**config.mk**
```make
export PLATFORM = sky130hd
export DESIGN_NAME = instruction_fetch_unit
export DESIGN_NICKNAME = d
export VERILOG_FILES = /design/src/rtl/galetron_pkg.sv /design/src/rtl/instruction_field_split.sv /design/src/rtl/instruction_fetch_unit.sv
export SDC_FILE = /design/constraint.sdc
export NUM_CORES = 1
export LEC_CHECK = 0
export BUFFER_PORTS_ARGS = -buffer_cell sky130_fd_sc_hd__buf_2
export CAP_MARGIN = 40
export CORE_MARGIN = 8
export CORE_UTILIZATION = 55
export DETAILED_ROUTE_END_ITERATION = 10
export HOLD_SLACK_MARGIN = 0.05
export PLACE_DENSITY_LB_ADDON = 0.15
export SYNTH_ARGS = -nofsm -noshare
export SYNTH_HDL_FRONTEND = slang
export SYNTH_SLANG_ARGS = --single-unit
```
**constraint.sdc**
```tcl
create_clock -name clock -period 8.55 [get_ports clock]
set_input_delay 2.565 -clock clock [delete_from_list [all_inputs] [get_ports clock]]
set_output_delay 2.565 -clock clock [all_outputs]
set_load 0.02 [all_outputs]
```
**src/rtl/galetron_pkg.sv**
```systemverilog
// Shared Galetron definitions: opcode classes, immediate-extender selections,
// the fetch FSM state type and the split-field payload handed to the extender.
package galetron_pkg;

    localparam int unsigned INSTR_WIDTH = 32;
    localparam int unsigned IMM16_WIDTH = 16;
    localparam int unsigned IMM21_WIDTH = 21;
    localparam int unsigned EXT_WIDTH   = 2;

    // Opcode class lives in instr[31:30]
    localparam logic [1:0] OPC_RTYPE = 2'b00;
    localparam logic [1:0] OPC_ITYPE = 2'b01;
    localparam logic [1:0] OPC_JTYPE = 2'b10;
    localparam logic [1:0] OPC_STORE = 2'b11;

    localparam logic [EXT_WIDTH-1:0] EXT_IMM16A = 2'b00;
    localparam logic [EXT_WIDTH-1:0] EXT_IMM21  = 2'b01;
    localparam logic [EXT_WIDTH-1:0] EXT_IMM16C = 2'b10;
    localparam logic [EXT_WIDTH-1:0] EXT_NONE   = 2'b11;

    typedef enum logic [1:0] {
        REQ     = 2'd0,
        DISCARD = 2'd1,
        VALID   = 2'd2
    } fetchState_t;

    typedef struct packed {
        logic [IMM16_WIDTH-1:0] immA;
        logic [IMM21_WIDTH-1:0] immB;
        logic [IMM16_WIDTH-1:0] immC;
        logic [EXT_WIDTH-1:0]   extSel;
    } instrFields_t;

    function automatic logic [EXT_WIDTH-1:0] extSelFor(input logic [1:0] opClass);
        logic [EXT_WIDTH-1:0] sel;
        sel = EXT_NONE;
        case (opClass)
            OPC_ITYPE: sel = EXT_IMM16A;
            OPC_JTYPE: sel = EXT_IMM21;
            OPC_STORE: sel = EXT_IMM16C;
            default:   sel = EXT_NONE;
        endcase
        return sel;
    endfunction

endpackage

```
**src/rtl/instruction_field_split.sv**
```systemverilog
// Combinational split of an instruction word into the immediate fields and
// extender selection; shared between fetch and decode.
module instruction_field_split
    import galetron_pkg::*;
(
    input  logic [INSTR_WIDTH-1:0] instr,
    output instrFields_t           fields
);

    assign fields.immA   = instr[15:0];
    assign fields.immB   = instr[20:0];
    assign fields.immC   = {instr[25:21], instr[10:0]};
    assign fields.extSel = extSelFor(instr[31:30]);

endmodule

```
**src/rtl/instruction_fetch_unit.sv**
```systemverilog
// Galetron fetch stage: owns the PC, runs the instruction-memory req/ack
// handshake and hands the latched instruction to decode over valid/ready.
module instruction_fetch_unit
    import galetron_pkg::*;
#(
    parameter int unsigned          PC_WIDTH = 32,
    parameter logic [PC_WIDTH-1:0]  RESET_PC = '0,
    parameter int unsigned          PC_STEP  = 1
) (
    input  logic                    clock,
    input  logic                    reset,
    output logic                    imem_req,
    output logic [PC_WIDTH-1:0]     imem_addr,
    input  logic                    imem_ack,
    input  logic [INSTR_WIDTH-1:0]  imem_rdata,
    output logic                    decode_valid,
    input  logic                    decode_ready,
    output logic [INSTR_WIDTH-1:0]  instr,
    output logic [PC_WIDTH-1:0]     instr_pc,
    output logic [IMM16_WIDTH-1:0]  imm_a,
    output logic [IMM21_WIDTH-1:0]  imm_b,
    output logic [IMM16_WIDTH-1:0]  imm_c,
    output logic [EXT_WIDTH-1:0]    ext_sel,
    input  logic                    redirect_valid,
    input  logic [PC_WIDTH-1:0]     redirect_pc
);

    localparam logic [PC_WIDTH-1:0] PC_INC = PC_WIDTH'(PC_STEP);

    fetchState_t          state;
    logic [PC_WIDTH-1:0]  pc;
    instrFields_t         fields;

    // imem_addr only moves when a new request opens, so it stays frozen
    // while a request (including one being discarded) is outstanding.
    always_ff @(posedge clock or posedge reset) begin
        if (reset) begin
            state        <= REQ;
            pc           <= RESET_PC;
            imem_req     <= 1'b0;
            imem_addr    <= RESET_PC;
            decode_valid <= 1'b0;
            instr        <= '0;
            instr_pc     <= '0;
        end else begin
            unique case (state)
                REQ: begin
                    if (!imem_req) begin
                        // First cycle out of reset: open the request
                        imem_req <= 1'b1;
                        if (redirect_valid) begin
                            pc        <= redirect_pc;
                            imem_addr <= redirect_pc;
                        end else begin
                            imem_addr <= pc;
                        end
                    end else if (redirect_valid) begin
                        pc <= redirect_pc;
                        if (imem_ack) begin
                            imem_addr <= redirect_pc;
                        end else begin
                            state <= DISCARD;
                        end
                    end else if (imem_ack) begin
                        instr        <= imem_rdata;
                        instr_pc     <= pc;
                        pc           <= pc + PC_INC;
                        imem_req     <= 1'b0;
                        decode_valid <= 1'b1;
                        state        <= VALID;
                    end
                end

                DISCARD: begin
                    if (redirect_valid) begin
                        pc <= redirect_pc;
                    end
                    if (imem_ack) begin
                        state     <= REQ;
                        imem_addr <= redirect_valid ? redirect_pc : pc;
                    end
                end

                VALID: begin
                    // A redirect squashes the held word even if decode is ready
                    if (redirect_valid || decode_ready) begin
                        decode_valid <= 1'b0;
                        imem_req     <= 1'b1;
                        state        <= REQ;
                        imem_addr    <= redirect_valid ? redirect_pc : pc;
                        if (redirect_valid) begin
                            pc <= redirect_pc;
                        end
                    end
                end

                default: begin
                    state <= REQ;
                end
            endcase
        end
    end

    instruction_field_split fieldSplit (
        .instr  (instr),
        .fields (fields)
    );

    assign imm_a   = fields.immA;
    assign imm_b   = fields.immB;
    assign imm_c   = fields.immC;
    assign ext_sel = fields.extSel;

endmodule

```
==> results_dict.tcl <==
set metrics [dict create \
    synth_top_area_cell "dfrtp_1" \
    finalSetupViolations 0 \
    end_kind "flop" \
    crit_type "primary input to flop" \
    cts_sinks 132 \
    min_period_ns 5.00 \
    synthAdderAreaFrac_pct 1.31 \
    busiest_layer "met2" \
    fillCellCount 941 \
    arrival_ns 5.31 \
    placed_cell_area_mm2 0.00754 \
    synth-compound-area-share_pct 12.9 \
    core_mm2 0.0120 \
    start_kind "primary input" \
    worstHoldPathType "flop to flop" \
    avgRoutedWirePerCell_um 19.2 \
    path_max_fanout 51 \
    clk_root_buffer_cell "clkbuf_16" \
    synth_mux_area_share_pct 14.9 \
    fin_area_mm2 0.00817 \
    ys_seq_area_share_pct 49.3 \
    multi_input_area_mm2 0.00281 \
    grt_antenna_before_repair 0 \
    initial_core_util_pct 56.0 \
    grt_util_met2_pct 38.5 \
    cts-resized-gates 0 \
    cap_violations 0 \
    synth-main-ff-cell "dfrtp_1" \
    design.die.area_mm2 0.0160 \
    synth-seq-cells 132 \
    grt_usage_pct 23.0 \
    cp_data_required_time_ns 8.86 \
    status "finished clean" \
    ctsHoldBuffers 0 \
    synthXorXnorAreaFrac_pct 0.131 \
    die_w_um 126 \
    synth-edff-count 0 \
    yosys-top-cells-area "dfrtp_1 49%, mux2_2 10%, buf_4 5.9%, o21ai_0 4.8%, mux2i_1 4.6%" \
    drv_slew 0 \
    yosys.area_share.simple_pct 12.3 \
    routed_wl_mm 18.3 \
    power_density_mw_per_mm2 456 \
    syn_area_per_cell_um2 10.4 \
    worst_slack_ns 3.55 \
    drt_iter0_drc 542 \
    grt_use_met1_pct 27.6 \
    final_common_cell "buf_2" \
    leakage_nw 3.85 \
    pin_count 222 \
    grt_pass1_wl_mm 29.4 \
    grt_pass1_vias 5515 \
    async_flop_share_pct 100 \
    ys_warn_count 0 \
    worstHoldStart "imem_addr[15]$_DFFE_PP0P_" \
    grt-ovfl-total 0 \
    slew-limit-headroom_pct 37.5 \
    met3_usage_pct 6.54 \
    cts_buffers 17 \
    htree_levels 4 \
    io_buffers 221 \
    fin_crit_sh_pct 58.5 \
    cp_cell_sequence "buf_2 > clkinv_1 > nand2_1 > nor2_1 > and2_1 > a311oi_1" \
    clock_latency_ns 0.42 \
    syn-cell-area_mm2 0.00670 \
    finClkSkew_ns 0.00844 \
    ant_nets 0 \
    cp-startpoint "redirect_valid" \
    area_growth_pct 22.1 \
    worstReg2RegStart "state[0]$_DFFE_PP0P_" \
    slowest_stage "clkinv_1" \
    dp_slack_ns 3.17 \
    die_h_um 126 \
    synth_fp_nets 717 \
    clockBufferDepth 2 \
    rsz0062_at_grt "false" \
    ir_worst_vdd_uv 297 \
    postSynthCellCount 641 \
    drive_gt1_share_pct 40.9 \
    viasPerCell 5.79 \
    via_count 5522 \
    diodes 0 \
    worst_pin_slew_ns 0.937 \
    place.gp.congestion 0.898 \
    nNetsFinal 869 \
    ff_latch_area_mm2 0.00330 \
    layout_common_cells "221 x buf_2, 132 x dfrtp_1, 64 x o21ai_0, 61 x mux2_2, 60 x nand2_1" \
    fin_hold_ws_ns 0.474 \
    final_util_pct 68.3 \
    drc 0 \
    critical_path.max_stage_delay_ns 0.94 \
    cts_setup_buffers 0 \
    row_count 40 \
    cts_tree "built" \
    hold_viol 0 \
    fmax_mhz 200 \
    place_hpwl_mm 13.6 \
    synth_top_cell_area_share_pct 49.3 \
    synth.distinct_cells 61 \
    grt_max_degree 57 \
    detail_route.first_pass.iterations 5 \
    synth_top_family_by_area "multiplexers" \
    fin_setup_tns_ns 0 \
    clkTransAtPathRegs_ns 0.05 \
]
[layout make-up]
cell class	count	share of cell area [%]
inverters	12	0.582
repair buffers	227	14.6
well taps	147	2.25
multi-input cells	403	34.3
clock inverters	8	1.79
clock buffers	24	6.02
flip-flops and latches	132	40.4
[worst max-delay path, delay by kind of cell]
kind                   cells  cell delay (ns)
AO/OA/AOI/OAI              1             0.27
buffers and inverters      2             1.65
AND/OR/NAND/NOR            3             0.83
[power by group]
group          switching, mW  internal (mW)
combinational           1.10          0.643
clock                  0.257          0.518
sequential             0.269          0.934
[cells in the mapped netlist (all sizes together) (2+ instances only)]
master / count
nand4: 8
nand3: 11
buf: 69
clkbuf: 25
inv: 11
o21ai: 64
and4: 4
a311oi: 5
mux2i: 31
mux2: 61
nor2: 24
a211oi: 3
a21oi: 27
o311ai: 2
nor4b: 2
a31oi: 6
o22a: 2
and3: 7
nor4: 5
o211ai: 3
a32oi: 3
or2: 3
a2bb2oi: 4
ha: 7
o21a: 2
and2: 2
a22oi: 2
a22o: 2
or3: 7
nor3b: 3
o22ai: 5
nor3: 11
nor2b: 5
o32ai: 2
nand2: 61
nand2b: 3
dfrtp: 132
[worst paths after layout]
path | endpoint | slack, ns | cells after the start
max | pc[22]$_DFFE_PP0P_ | 3.55 | 6
min | imem_addr[15]$_DFFE_PP0P_ | 0.47 | 2
max reg2reg | pc[25]$_DFFE_PP0P_ | 5.80 | 7
min reg2reg | imem_addr[15]$_DFFE_PP0P_ | 0.47 | 2
max in group asynchronous | instr_pc[6]$_DFFE_PP0P_ | 5.41 | 3
min in group asynchronous | instr[1]$_DFFE_PP0P_ | 2.12 | 2
[kinds of logic after synthesis]
logic type | after synthesis
adders and majority gates | 7
buffers and inverters | 106
muxes | 92
and+or+nand+nor | 161
AOI/OAI and AO/OA | 142
xor gates and xnor gates | 1
DFF | 132
[flip-flops by register name (all words and copies together) (netlist names)]
signal	flops
instr	32
imem_req	1
state	2
decode_valid	1
instr_pc	32
imem_addr	32
pc	32
[metal layers]
metal,up-vias,routed length [um]
li1,2549,-
met4,0,288
met3,24,1580
met5,-,0
met2,274,9040
met1,2675,7400
[metrics by stage]
step | instances | power (mW)
after floorplan | 641 | 2.49
after global placement | 918 | 2.91
after detailed placement | 921 | 2.97
after CTS | 953 | 3.76
after global routing | 953 | 3.96
final | 953 | 3.73
Power figures use the tool's default switching activity.
